--- src/rtl/seq_alu.sv ---
// seq_alu: WIDTH-bit ALU with valid/ready handshakes on both sides and a
// multi-cycle shift-add unsigned multiplier. One operation in flight at a time.
// Optional build macro SEQ_ALU_EARLY_TERM_EN: the multiplier finishes as soon as
// the remaining multiplier bits are all zero.

module seq_alu #(
  parameter int unsigned WIDTH = 32,
  parameter int unsigned CNT_W = 6
) (
  input  logic             clk,
  input  logic             rst,
  input  logic             in_valid,
  output logic             in_ready,
  input  logic [WIDTH-1:0] a,
  input  logic [WIDTH-1:0] b,
  input  logic [3:0]       alu_ctl,
  output logic             out_valid,
  input  logic             out_ready,
  output logic [WIDTH-1:0] result,
  output logic             zero,
  output logic             overflow
);

  typedef enum logic [1:0] {StIdle, StMul, StDone} state_e;

  localparam logic [3:0] OpAnd = 4'b0000;
  localparam logic [3:0] OpOr  = 4'b0001;
  localparam logic [3:0] OpAdd = 4'b0010;
  localparam logic [3:0] OpSub = 4'b0110;
  localparam logic [3:0] OpSlt = 4'b0111;
  localparam logic [3:0] OpNor = 4'b1100;
  localparam logic [3:0] OpMul = 4'b1000;

  localparam logic [CNT_W-1:0] CntLast = CNT_W'(WIDTH - 1);

  state_e state_q, state_d;

  logic [WIDTH-1:0]   result_q;
  logic               ovf_q;
  logic [2*WIDTH-1:0] acc_q;
  logic [2*WIDTH-1:0] mcand_q;
  logic [WIDTH-1:0]   mplier_q;
  logic [CNT_W-1:0]   cnt_q;

  logic               accept;
  logic               sub_op;
  logic [WIDTH-1:0]   b_eff;
  logic [WIDTH-1:0]   sum;
  logic               add_ovf;
  logic [WIDTH-1:0]   alu_res;
  logic               alu_ovf;
  logic [2*WIDTH-1:0] acc_nxt;
  logic               mul_last;

  assign accept = in_valid && (state_q == StIdle);

  // Single-cycle datapath: shared adder for ADD/SUB/SLT plus logic ops.
  always_comb begin
    sub_op  = (alu_ctl == OpSub) || (alu_ctl == OpSlt);
    b_eff   = sub_op ? ~b : b;
    sum     = a + b_eff + WIDTH'(sub_op);
    add_ovf = (a[WIDTH-1] == b_eff[WIDTH-1]) && (sum[WIDTH-1] != a[WIDTH-1]);
    alu_res = '0;
    alu_ovf = 1'b0;
    case (alu_ctl)
      OpAnd: alu_res = a & b;
      OpOr:  alu_res = a | b;
      OpNor: alu_res = ~(a | b);
      OpAdd, OpSub: begin
        alu_res = sum;
        alu_ovf = add_ovf;
      end
      OpSlt: alu_res = {{(WIDTH-1){1'b0}}, sum[WIDTH-1] ^ add_ovf};
      default: ;
    endcase
  end

  // Multiplier step: conditional add of the shifted multiplicand; flags the final step.
  always_comb begin
    acc_nxt = acc_q + (mplier_q[0] ? mcand_q : '0);
`ifdef SEQ_ALU_EARLY_TERM_EN
    mul_last = (cnt_q == CntLast) || (mplier_q[WIDTH-1:1] == '0);
`else
    mul_last = (cnt_q == CntLast);
`endif
  end

  // State register.
  always_ff @(posedge clk or posedge rst) begin
    if (rst) begin
      state_q <= StIdle;
    end else begin
      state_q <= state_d;
    end
  end

  // Next-state logic; DONE returns to IDLE only, so no accept on the handoff edge.
  always_comb begin
    state_d = state_q;
    unique case (state_q)
      StIdle: if (in_valid) state_d = (alu_ctl == OpMul) ? StMul : StDone;
      StMul:  if (mul_last) state_d = StDone;
      StDone: if (out_ready) state_d = StIdle;
      default: state_d = StIdle;
    endcase
  end

  // Output logic: handshakes decoded from state, flags from the registered result.
  always_comb begin
    in_ready  = (state_q == StIdle);
    out_valid = (state_q == StDone);
    result    = result_q;
    overflow  = ovf_q;
    zero      = (result_q == '0);
  end

  // Datapath registers: capture on accept, iterate in MUL, hold otherwise.
  always_ff @(posedge clk or posedge rst) begin
    if (rst) begin
      result_q <= '0;
      ovf_q    <= 1'b0;
      acc_q    <= '0;
      mcand_q  <= '0;
      mplier_q <= '0;
      cnt_q    <= '0;
    end else if (accept) begin
      if (alu_ctl == OpMul) begin
        acc_q    <= '0;
        mcand_q  <= {{WIDTH{1'b0}}, a};
        mplier_q <= b;
        cnt_q    <= '0;
      end else begin
        result_q <= alu_res;
        ovf_q    <= alu_ovf;
      end
    end else if (state_q == StMul) begin
      acc_q    <= acc_nxt;
      mcand_q  <= mcand_q << 1;
      mplier_q <= mplier_q >> 1;
      cnt_q    <= cnt_q + CNT_W'(1);
      if (mul_last) begin
        result_q <= acc_nxt[WIDTH-1:0];
        ovf_q    <= |acc_nxt[2*WIDTH-1:WIDTH];
      end
    end
  end

endmodule

--- config.mk ---
export PLATFORM = sky130hd
export DESIGN_NAME = seq_alu
export DESIGN_NICKNAME = d
export VERILOG_FILES = /design/src/rtl/seq_alu.sv
export SDC_FILE = /design/constraint.sdc
export NUM_CORES = 1
export LEC_CHECK = 0
export CORE_ASPECT_RATIO = 1.25
export CORE_MARGIN = 2
export CORE_UTILIZATION = 66
export CTS_CLUSTER_SIZE = 16
export DETAILED_ROUTE_END_ITERATION = 7
export PLACE_DENSITY = 0.95
export SLEW_MARGIN = 30
export SYNTH_ARGS = -nofsm -noshare
export SYNTH_HDL_FRONTEND = slang
export SYNTH_SLANG_ARGS = --single-unit
--- constraint.sdc ---
create_clock -name clk -period 22.6 [get_ports clk]
set_input_delay 5.65 -clock clk [delete_from_list [all_inputs] [get_ports clk]]
set_output_delay 5.65 -clock clk [all_outputs]
set_load 0.02 [all_outputs]
# After elaboration in Yosys (flattened, before gate mapping)
# Index checks and enable logic that the tools add are counted.
word_totals:
  regBits: 201
  input_bits: 72
  out_inout_bits: 36
  wordCells: 74
op_classes:
  addsub: 4
  eq_ne: 16
  n_mux: 29
  bitwise: 5
  n_reduce_logical: 13
ops:
  columns: ["op", "count"]
  rows:
  - ["$mux 64", 7]
  - ["$mux 32", 8]
  - ["$pmux 32 s5", 1]
  - ["$add 64x64->64", 1]
  - ["$not 32->32", 2]
  - ["$add 32x1->32", 1]
  - ["$add 32x32->32", 1]
  - ["$and 32x32->32", 1]
  - ["$logic_not 32->1", 1]
  - ["$or 32x32->32", 1]
  - ["$reduce_or 32->1", 1]
  - ["$mux 6", 3]
  - ["$eq 4x3->1 const B", 2]
  - ["$eq 4x4->1 const B", 2]
  - ["$mux 2", 4]
  - ["$add 6x1->6 const B", 1]
  - ["$eq 6x5->1 const B", 1]
  - ["$ne 2x2->1 const B", 3]
  - ["$pmux 2 s3", 1]
  - ["$reduce_and 3->1", 2]
  - ["$mux 1", 5]
  - ["$eq 4x1->1 const B", 1]
  - ["$eq 4x2->1 const B", 1]
  - ["$logic_not 4->1", 1]
  - ["12 further kinds", 15]

# Logic depth before layout (Yosys ltp)
# Gate-level depths: netlist of run 1.
depth:
  word_depth: 11
  mapped_depth: 17
  depth_no_buf: 15

# Worst setup path after synthesis of run 1
# No wires, ideal clock.
synth_timing:
  kind: "in2reg"
  from: "input port alu_ctl[3]"
  to: "register result_q[23], in the netlist result[23]"
  setup_ps: 121
  t_arrival_ps: 9026
  t_required_ps: 22479
  setup_slack_ps: 13453
  path_stages: 16
  path_buffers: 2
  path_cell_list: "clkbuf_1 nand3b_1 buf_1 xnor2_1 ha_1 a21o_1 a21o_1 a21o_1 a221o_1 or2_1 a21o_1 a21o_1 a21oi_1 xor2_1 o22ai_1 o22a_1"
synth_via:
  elab_chain_cells: 8
  elab_cells_between_ends: 17
  cone_classes: "2 x add/sub; 7 x eq/ne; 4 x mux; 4 x reduce/logical"
synth_lines:
  columns: ["element", "line", "rtl"]
  rows:
  - ["start: declaration", "16", "input logic [3:0] alu_ctl,"]
  - ["$eq 4x3->1", "59, 65", null]
  - ["$logic_or 1x1->1", "59", "sub_op = (alu_ctl == OpSub) || (alu_ctl == OpSlt);"]
  - ["$mux 32", "60", "b_eff = sub_op ? ~b : b;"]
  - ["$add 32x32->32", "61", "sum = a + b_eff + WIDTH'(sub_op);"]
  - ["$add 32x1->32", "61", null]
  - ["$pmux 32 s5", "65", "case (alu_ctl)"]
  - ["$mux 32", "127", "if (alu_ctl == OpMul) begin"]
  - ["$mux 32", "126", "end else if (accept) begin"]
  - ["end signal: assignment", "133", "result_q <= alu_res;"]
  - ["end signal: assignment", "142", "result_q <= acc_nxt[WIDTH-1:0];"]
  - ["end: declaration", "38", "logic [WIDTH-1:0] result_q;"]
# Several ways; a longest one is shown, not always the timed one. The select of a mux whose other input is x is not followed.
# A chain may end at the register's enable or synchronous reset.

# Worst setup path in the final report of run 1
layout_timing:
  from: "input port alu_ctl[3]"
  to: "register result_q[30], in the netlist result[30]"
# The elaborated chain is that of the path after synthesis.

==> metrics.yaml, run 1 <==
grt_max_degree: 136
yosysTopAreaCell: "dfrtp_1"
io_pins: 108
max_stage_delay_ns: 0.71
ys_seq_elements: 201
wl_per_cell_um: 20.85
post-place-ws_ns: 12.55
dieArea_mm2: 0.02512
clock-root-buffer: "clkbuf_16"
numCtsBuffers: 22
syn_area_per_cell_um2: 8.009
synth.distinct_cells: 89
viasPerCell: 6.773
clkLatencyLatePin_ns: 0.53
power_uw: 1718
max_freq_ghz: 0.1034
ctsLongestPathBuffers: 3
grt_pass1_vias: 15410
cts_tree: "yes"
crit_arrival_ns: 10.13
ctsResizeCount: 0
crit_family: "compound AO/OA/AOI/OAI gates"
port_buffers: 107
cts_hold_buf: 0
syn_inst: 1966
start_util_pct: 66.81
p_per_area_mw_per_mm2: 97.51
critPathBufInv: 3
hpwl_um: 33760
htreeDepth: 1
cp_num_cells: 17
finalSetupTns_ns: 0
worst_pin_slew_ns: 0.8993
n_antenna_cell: 0
critical_path.endpoint_type: "flip-flop"
yosys-top-cells-count: "368 x nand2_1, 201 x dfrtp_1, 173 x o21ai_0"
drtIter0Drc: 1644
drt-total-wl_um: 47920
worst-setup-path-type: "in -> reg"
fin_crit_ns: 9.675
vias: 15570
syn_area_mm2: 0.01575
fin_nets: 2161
r2r_slack_ns: 17.70
track_usage_pct: 37.92
synth_edf_count: 0
synth_flop_cell: "dfrtp_1"
yosysMostFrequentCell: "nand2_1"
hp-start: "mplier_q[5]"
ys_async_sr_fraction_pct: 100.0
cpMaxStageDelayCell: "clkdlybuf4s50_1"
cts_num_sinks: 201
ir_drop_mv: 0.06761
r2r_cells: 15
rsz0062_at_grt: "no"
cap_violations: 0
place_area_mm2: 0.01685
fp.dieW_um: 142.2
setup_viol: 0
drcViolationCount: 0
die_y_um: 176.7
crit_start: "alu_ctl[3]"
cp.required_ns: 23.06
drive_above_1_share_pct: 5.234
path_max_fanout: 31
synth_area_leaders: "dfrtp_1 32%, nand2_1 8.8%, ha_1 7.7%, o21ai_0 5.5%, xnor2_1 4.0%"
path_cells: "clkdlybuf4s50_1 > nand3b_1 > buf_4 > xnor2_1 > inv_1 > fa_1 > nor2b_1 > o21ai_1 > a21oi_1 > o21ai_1 > o2111ai_1 > a31oi_1 > o31ai_1 > nand3_1 > mux2i_1 > o21ai_1 > a21oi_1"
synth_fp_nets: 2137
start_kind: "primary input"
relSlewSlack_pct: 40.05
maxSlewViolCount: 0
cts_setup_buffers: 0
reg2reg_to: "overflow"
rows: 63
layout-area-overhead-vs-synth_pct: 11.93
status: "completed"
reg2reg_from: "mplier_q[0]"
clk_pin_slew_worst_paths_ns: 0.06
grt_first_pass_wirelength_um: 76840
antenna_found_initial: 0
synth_top_area_share_pct: 31.94
yosysWarnings: 0
crit_top_cell: "o21ai_1"
synth-seq-area-share_pct: 31.94
holdPathStages: 2
drtAntennaViolNets: 0
design_area_mm2: 0.01762
leakage_uw: 0.008063
final_core_util_pct: 74.78
fin_crit_sh_pct: 42.81
holdPathEnd: "mplier_q[5]"
dr.pass1.iters: 7
hold_path_class: "reg -> reg"
core_area_mm2: 0.02357
finClkSkew_ns: 0.01209
gp_congestion: 0.9944
hold_violations: 0
setup_slack_ns: 12.92
overflow: 0
## per-stage QoR
stage | hold WS [ns] | cells
6_report | 0.4813 | 2298
5_1_grt | 0.5098 | 2298
4_1_cts | 0.4841 | 2297
3_5_place_dp | 0.4683 | 2257
3_3_place_gp | 0.4606 | 2257
2_1_floorplan | 0.4452 | 1966
## placed cells by master, fill, tap and decap left out, drive strengths merged, types with 20 or more instances in the layout
cell type | netlist | final
nor3 | 46 | 46
mux2i | 30 | 30
nand4 | 30 | 30
a21oi | 123 | 123
a21o | 81 | 81
a22oi | 45 | 45
and2 | 67 | 67
xnor2 | 73 | 73
dfrtp | 201 | 201
a31oi | 34 | 34
inv | 34 | 37
nand2 | 368 | 368
o211ai | 20 | 20
a221oi | 28 | 28
o21ai | 183 | 183
clkbuf | 95 | 28
clkdlybuf4s50 | 1 | 107
ha | 97 | 97
nor2 | 102 | 102
xor2 | 38 | 38
nand3 | 29 | 29
## worst min-delay path, delay by kind of cell, from the launching register on
family             cells  cell delay [ns]
and+or+nand+nor        1             0.04
AOI/OAI and AO/OA      1             0.06
DFF                    1             0.34
## kinds of logic (layout without fill, tap and decap cells)
group | count (synthesis) | count (layout) | share of synthesized area [%]
and+or+nand+nor | 726 | 726 | 21.26
AOI/OAI and AO/OA | 636 | 636 | 26.41
DFF | 201 | 201 | 31.94
buffers and inverters | 160 | 200 | 4.092
xor gates and xnor gates | 111 | 111 | 6.222
adders and majority gates | 101 | 101 | 8.089
muxes | 31 | 31 | 1.979
## flip-flops by register name (all words and copies together), names as in the netlist
name / cells
acc_q: 64
cnt_q: 6
mcand_q: 64
mplier_q: 32
overflow: 1
result: 32
state_q: 2
## power by group
| part | internal (uW) | switching [uW] |
|---|---|---|
| logic | 290 | 446 |
| registers | 499 | 113 |
| clock network | 207 | 163 |
| total | 996 | 722 |
## how the worst max path moves through the flow
stage | to
floorplan | acc_q[0]
global placement | result[30]
detailed placement | result[30]
CTS | result[30]
global route | result[30]
finish | result[30]
## per-layer routing
layer / track usage, % / share of wire [%] / vias up
met1: 45.14 / 37 / 7338
met2: 64.98 / 49 / 873
met3: 5.384 / 8.5 / 202
met5: 0 / 0 / -
met4: 22.71 / 6.3 / 0
li1: - / - / 7152
## cell type report
type                       instances  area (um2)
clock inverter                    12       117.6
multi-input combinational       1605       10120
tap                              292       365.4
fill                            1697        5944
timing repair buffer             126        1237
clock buffer                      28       614.3
inverter                          34       140.1
sequential                       201        5030
(Power assumes the default switching activity.)
==> run 2: changes to the inputs <==
--- a/config.mk
+++ b/config.mk
@@ -7,10 +7,10 @@
 export LEC_CHECK = 0
 export CORE_ASPECT_RATIO = 1.25
 export CORE_MARGIN = 2
-export CORE_UTILIZATION = 66
+export CORE_UTILIZATION = 55
 export CTS_CLUSTER_SIZE = 16
 export DETAILED_ROUTE_END_ITERATION = 7
-export PLACE_DENSITY = 0.95
+export PLACE_DENSITY = 0.89
 export SLEW_MARGIN = 30
 export SYNTH_ARGS = -nofsm -noshare
 export SYNTH_HDL_FRONTEND = slang
==> constraint.sdc (replaced) <==
create_clock -name clk -period 8.8 [get_ports clk]
set_input_delay 2.2 -clock clk [delete_from_list [all_inputs] [get_ports clk]]
set_output_delay 2.2 -clock clk [all_outputs]
set_load 0.02 [all_outputs]
==> metrics.yaml, run 2 (synthesized netlist as in run 1, its figures left out) <==
ctsLongestPathBuffers: 3  # unchanged
critical_path.endpoint_type: "flip-flop"
clock-root-buffer: "clkbuf_16"
place_area_mm2: 0.01694  # +0.52%
grt_pass1_vias: 15220  # -1.2%
clk_pin_slew_worst_paths_ns: 0.06  # about the same
crit_arrival_ns: 6.84  # -3.29 ns
overflow: 0  # unchanged
start_util_pct: 55.61  # -11 points
holdPathEnd: "mplier_q[17]"
stdcell_count: 2362  # +2.8%
power_frac_clock_pct: 22.3  # +0.7 points
worst_pin_slew_ns: 0.9606  # +0.06129 ns
cp.required_ns: 9.21  # -13.85 ns
comb_power_share_pct: 42.1  # -0.7 points
finalSetupTns_ns: 0  # unchanged
p_seq_share_pct: 35.6  # about the same
reg2reg_to: "overflow"
design_area_mm2: 0.01774  # +0.68%
dr.pass1.iters: 5  # -2
layout_common_cells: "367 x nand2_1, 201 x dfrtp_1, 173 x o21ai_0"
r2r_cells: 14  # -1
ir_drop_mv: 0.1618  # +140%
holdPathStages: 2  # unchanged
rows: 69  # +9.5%
leakage_uw: 0.008086  # +0.29%
start_kind: "primary input"
reg2reg_from: "mplier_q[0]"
relSlewSlack_pct: 35.96  # -4.1 points
fp.dieW_um: 155.3  # +9.3%
p_sw_share_pct: 41.29  # -0.75 points
port_buffers: 107  # unchanged
rsz0062_at_grt: "no"
io_pins: 108  # unchanged
cap_violations: 0  # unchanged
setup_viol: 0  # unchanged
hold_path_class: "reg -> reg"
htreeDepth: 1  # unchanged
grt_first_pass_wirelength_um: 75670  # -1.5%
r2r_slack_ns: 4.09  # -13.61 ns
viasPerCell: 6.508  # -3.9%
place_inst: 2319  # +2.7%
track_usage_pct: 30.80  # -7.1 points
finClkSkew_ns: 0.009315  # -0.002780 ns
drcViolationCount: 0  # unchanged
cts_num_sinks: 201  # unchanged
wl_per_cell_um: 19.79  # -5.1%
fin_crit_ns: 6.433
gp_congestion: 1.018  # +2.4%
path_max_fanout: 24  # -23%
p_int_uw: 2599  # +160%
ctsResizeCount: 0  # unchanged
numCtsBuffers: 23  # +4.5%
hpwl_um: 33770  # about the same
hp-start: "mplier_q[17]"
p_per_area_mw_per_mm2: 249.5  # +160%
maxSlewViolCount: 0  # unchanged
drtIter0Drc: 1264  # -23%
die_y_um: 193.2  # +9.3%
n_antenna_cell: 0  # unchanged
layout-area-overhead-vs-synth_pct: 12.69
grt_max_degree: 126  # -7.4%
final_common_cell: "nand2_1"
fin_crit_sh_pct: 73.10
drt-total-wl_um: 46740  # -2.5%
status: "completed"
fin_nets: 2162  # +0.046%
vias: 15370  # -1.2%
antenna_found_initial: 1  # +1
drive_above_1_share_pct: 5.331  # +0.097 points
max_freq_ghz: 0.1554
drtAntennaViolNets: 0  # unchanged
hold_violations: 0  # unchanged
cts_tree: "yes"
top_regs: "acc_q: 64 flops, mcand_q: 64 flops"
clkLatencyLatePin_ns: 0.53  # about the same
worst-setup-path-type: "in -> reg"
cts_hold_buf: 0  # unchanged
dieArea_mm2: 0.03001  # +19%
core_area_mm2: 0.02832  # +20%
cts_setup_buffers: 0  # unchanged
switchingPower_uw: 1828  # +150%
run 2: changes by cell type in the layout (fill, tap and decap cells not counted), sizes merged:
cell    change
inv         -1
clkbuf      -3
bufinv      +2
clkinv      +3
run 2: critical path, cell delays in order:
cell and delay (ns):
clkdlybuf4s50_1 0.70, nand3b_1 0.53, buf_4 0.47, xnor2_1 0.18
ha_1 0.41, nand4_1 0.14, or4_1 0.56, a21oi_1 0.38
o2111ai_1 0.25, a21oi_2 0.27, o31ai_4 0.12, maj3_1 0.37
a31oi_1 0.18, o21ai_1 0.07
run 2: layout make-up:
type	instances	area (um2)
clock buffer	25	583.1
clock inverter	16	180.2
fill	2414	10570
inverter	34	135.1
multi-input combinational	1605	10110
sequential	201	5030
tap	355	444.2
timing repair buffer	126	1257
run 2: routing by layer:
| metal | vias up | track usage (%) | share of wire (%) |
|---|---|---|---|
| li1 | 7146 | - | - |
| met1 | 7295 | 37.74 | 39 |
| met2 | 730 | 53.15 | 48 |
| met3 | 201 | 3.375 | 7.1 |
| met4 | 0 | 17.33 | 5.9 |
| met5 | - | 0 | 0 |
run 2: per-stage QoR:
step                setup WS, ns  total power, uW  utilization (%)  hold WS [ns]
floorplan                  1.118             2790                -        0.4452
global placement           2.051             3316            59.80        0.4596
detailed placement         1.885             3396            59.82        0.4703
CTS                        2.445             4401            62.51        0.4833
global route               2.092             4687            62.66        0.5111
finish                     2.367             4428            62.66        0.4774
run 2: worst max path at each step:
stage               depth (start not counted)       start  slack, ns          to
floorplan                                   1         rst       1.12    acc_q[0]
global placement                           14  alu_ctl[1]       2.05   result[0]
detailed placement                         14  alu_ctl[1]       1.88   result[0]
CTS                                        14  alu_ctl[1]       2.45   result[0]
global route                               16  alu_ctl[1]       2.09  result[30]
finish                                     14  alu_ctl[1]       2.37   result[0]
run 2: power by group through the flow:
stage | Clock (uW) | Combinational [uW] | Sequential [uW]
after floorplan | 0 | 1240 | 1550
after global placement | 0 | 1750 | 1570
after detailed placement | 0 | 1810 | 1590
after CTS | 1000 | 1820 | 1580
after global routing | 1030 | 2040 | 1610
final | 988 | 1870 | 1570
==> run 3: changes to the inputs <==
==> constraint.sdc (replaced) <==
create_clock -name clk -period 5.77 [get_ports clk]
set_input_delay 1.4425 -clock clk [delete_from_list [all_inputs] [get_ports clk]]
set_output_delay 1.4425 -clock clk [all_outputs]
set_load 0.02 [all_outputs]
==> metrics.yaml, run 3 (synthesized netlist as in run 1, its figures left out) <==
status: "completed"
gr-usage-met2_pct: 54.95  # +1.8 points
die_y_um: 193.2  # unchanged
grt_max_degree: 138  # +9.5%
dr.pass1.iters: 5  # unchanged
worst-setup-path-type: "in -> reg"
fin_crit_sh_pct: 86.30
grt_first_pass_wirelength_um: 75840  # +0.23%
fp.dieW_um: 155.3  # unchanged
fin_crit_ns: 4.979
port_buffers: 107  # unchanged
dieArea_mm2: 0.03001  # unchanged
hold_path_class: "reg -> reg"
hp-start: "acc_q[12]"
cts_tree: "yes"
critical_path.endpoint_type: "flip-flop"
worst_pin_slew_ns: 0.9474  # -0.01319 ns
layout_common_cells: "367 x nand2_1, 200 x dfrtp_1, 173 x o21ai_0"
crit_arrival_ns: 5.43  # -1.41 ns
rows: 69  # unchanged
power_uw: 6706  # +51%
grt.met3_usage_pct: 3.688  # +0.31 points
place_inst: 2331  # +0.52%
core_area_mm2: 0.02832  # unchanged
grtUsageMet1_pct: 36.97  # -0.77 points
max_freq_ghz: 0.2008
io_pins: 108  # unchanged
final_core_util_pct: 62.93  # +0.27 points
maxSlewViolCount: 0  # unchanged
stdcell_count: 2370  # +0.34%
track_usage_pct: 31.00  # +0.19 points
drive_above_1_share_pct: 5.806  # +0.48 points
cap_violations: 0  # unchanged
clk_pin_slew_worst_paths_ns: 0.06  # about the same
overflow: 0  # unchanged
cts_num_sinks: 201  # unchanged
finClkSkew_ns: 0.01438  # +0.005063 ns
viasPerCell: 6.430  # -1.2%
rsz0062_at_grt: "no"
start_kind: "primary input"
setup_slack_ns: 0.7908  # -1.576 ns
r2r_slack_ns: 1.11  # -2.98 ns
reg2reg_to: "overflow"
drtIter0Drc: 1195  # -5.5%
vias: 15240  # -0.86%
setup_viol: 0  # unchanged
ctsLongestPathBuffers: 3  # unchanged
gp_congestion: 0.9775  # -4.0%
hpwl_um: 34350  # +1.7%
antenna_found_initial: 0  # -1
grt-busiest-layer: "met2"
numCtsBuffers: 23  # unchanged
cts_hold_buf: 0  # unchanged
wl_per_cell_um: 19.61  # -0.92%
hold_violations: 0  # unchanged
grt_pass1_vias: 15170  # -0.34%
drt-total-wl_um: 46470  # -0.58%
layout-area-overhead-vs-synth_pct: 13.17
path_max_fanout: 31  # +29%
cp.required_ns: 6.22  # -2.99 ns
ctsResizeCount: 0  # unchanged
drtAntennaViolNets: 0  # unchanged
holdPathStages: 2  # unchanged
reg2reg_from: "mplier_q[0]"
n_antenna_cell: 0  # unchanged
final_common_cell: "nand2_1"
relSlewSlack_pct: 36.68  # +0.71 points
cts_setup_buffers: 0  # unchanged
start_util_pct: 55.61  # unchanged
holdPathEnd: "acc_q[12]"
r2r_cells: 14  # unchanged
leakage_uw: 0.008140  # +0.66%
finalSetupTns_ns: 0  # unchanged
clkLatencyLatePin_ns: 0.52  # about the same
post-place-ws_ns: 0.3441  # -1.541 ns
htreeDepth: 1  # unchanged
top_regs: "acc_q: 64 flops, mcand_q: 64 flops"
ir_drop_mv: 0.2244  # +39%
fin_nets: 2172  # +0.46%
clock-root-buffer: "clkbuf_16"
drcViolationCount: 0  # unchanged
p_per_area_mw_per_mm2: 376.3  # +51%
-- run 3: through the flow --
stage | area, um2 | hold WS (ns)
floorplan | 15750 | 0.4452
global placement | 17050 | 0.4587
detailed placement | 17070 | 0.4704
CTS | 17820 | 0.4845
global route | 17820 | 0.5069
finish | 17820 | 0.4826
-- run 3: worst max-delay path, cell delays in order --
cell and delay [ns]:
clkdlybuf4s50_1 0.48, nand3b_1 0.15, buf_12 0.25, xnor2_1 0.18, inv_1 0.08, fa_1 0.44, nor2b_1 0.13, o21ai_1 0.08
a21oi_1 0.20, o21ai_1 0.14, o2111ai_1 0.46, a31oi_1 0.30, o31ai_1 0.51, nand3_1 0.16, mux2i_1 0.17, o21ai_1 0.08
a21oi_1 0.15
-- run 3: metal layers --
metal	routed length [um]	share of wire, %	vias up
met4	2543	5.5	0
li1	-	-	7177
met2	22670	49	660
met1	18020	39	7235
met5	0	0	-
met3	3230	7.0	168
-- run 3: how the worst max path moves through the flow --
stage	endpoint	depth (start not counted)	start	slack, ns
CTS	result[30]	17	alu_ctl[3]	0.86
floorplan	result[23]	16	alu_ctl[3]	0.83
global route	result[30]	17	alu_ctl[3]	0.54
detailed placement	result[30]	17	alu_ctl[3]	0.34
global placement	result[30]	17	alu_ctl[3]	0.41
finish	result[30]	17	alu_ctl[3]	0.79
-- run 3: power breakdown --
| part | leakage [uW] | internal (uW) | total [uW] | switching [uW] |
|---|---|---|---|---|
| Combinational | 0.00516 | 1150 | 2830 | 1680 |
| Clock | 0.000373 | 871 | 1460 | 587 |
| Sequential | 0.00261 | 1960 | 2410 | 457 |
-- run 3: cell type report --
type,count,area [um2]
clock buffers,33,693.2
clock inverters,6,57.56
fillers,2448,10500
inverters,34,131.4
multi-input cells,1605,10120
flip-flops and latches,201,5031
well taps,355,444.2
repair buffers,136,1343
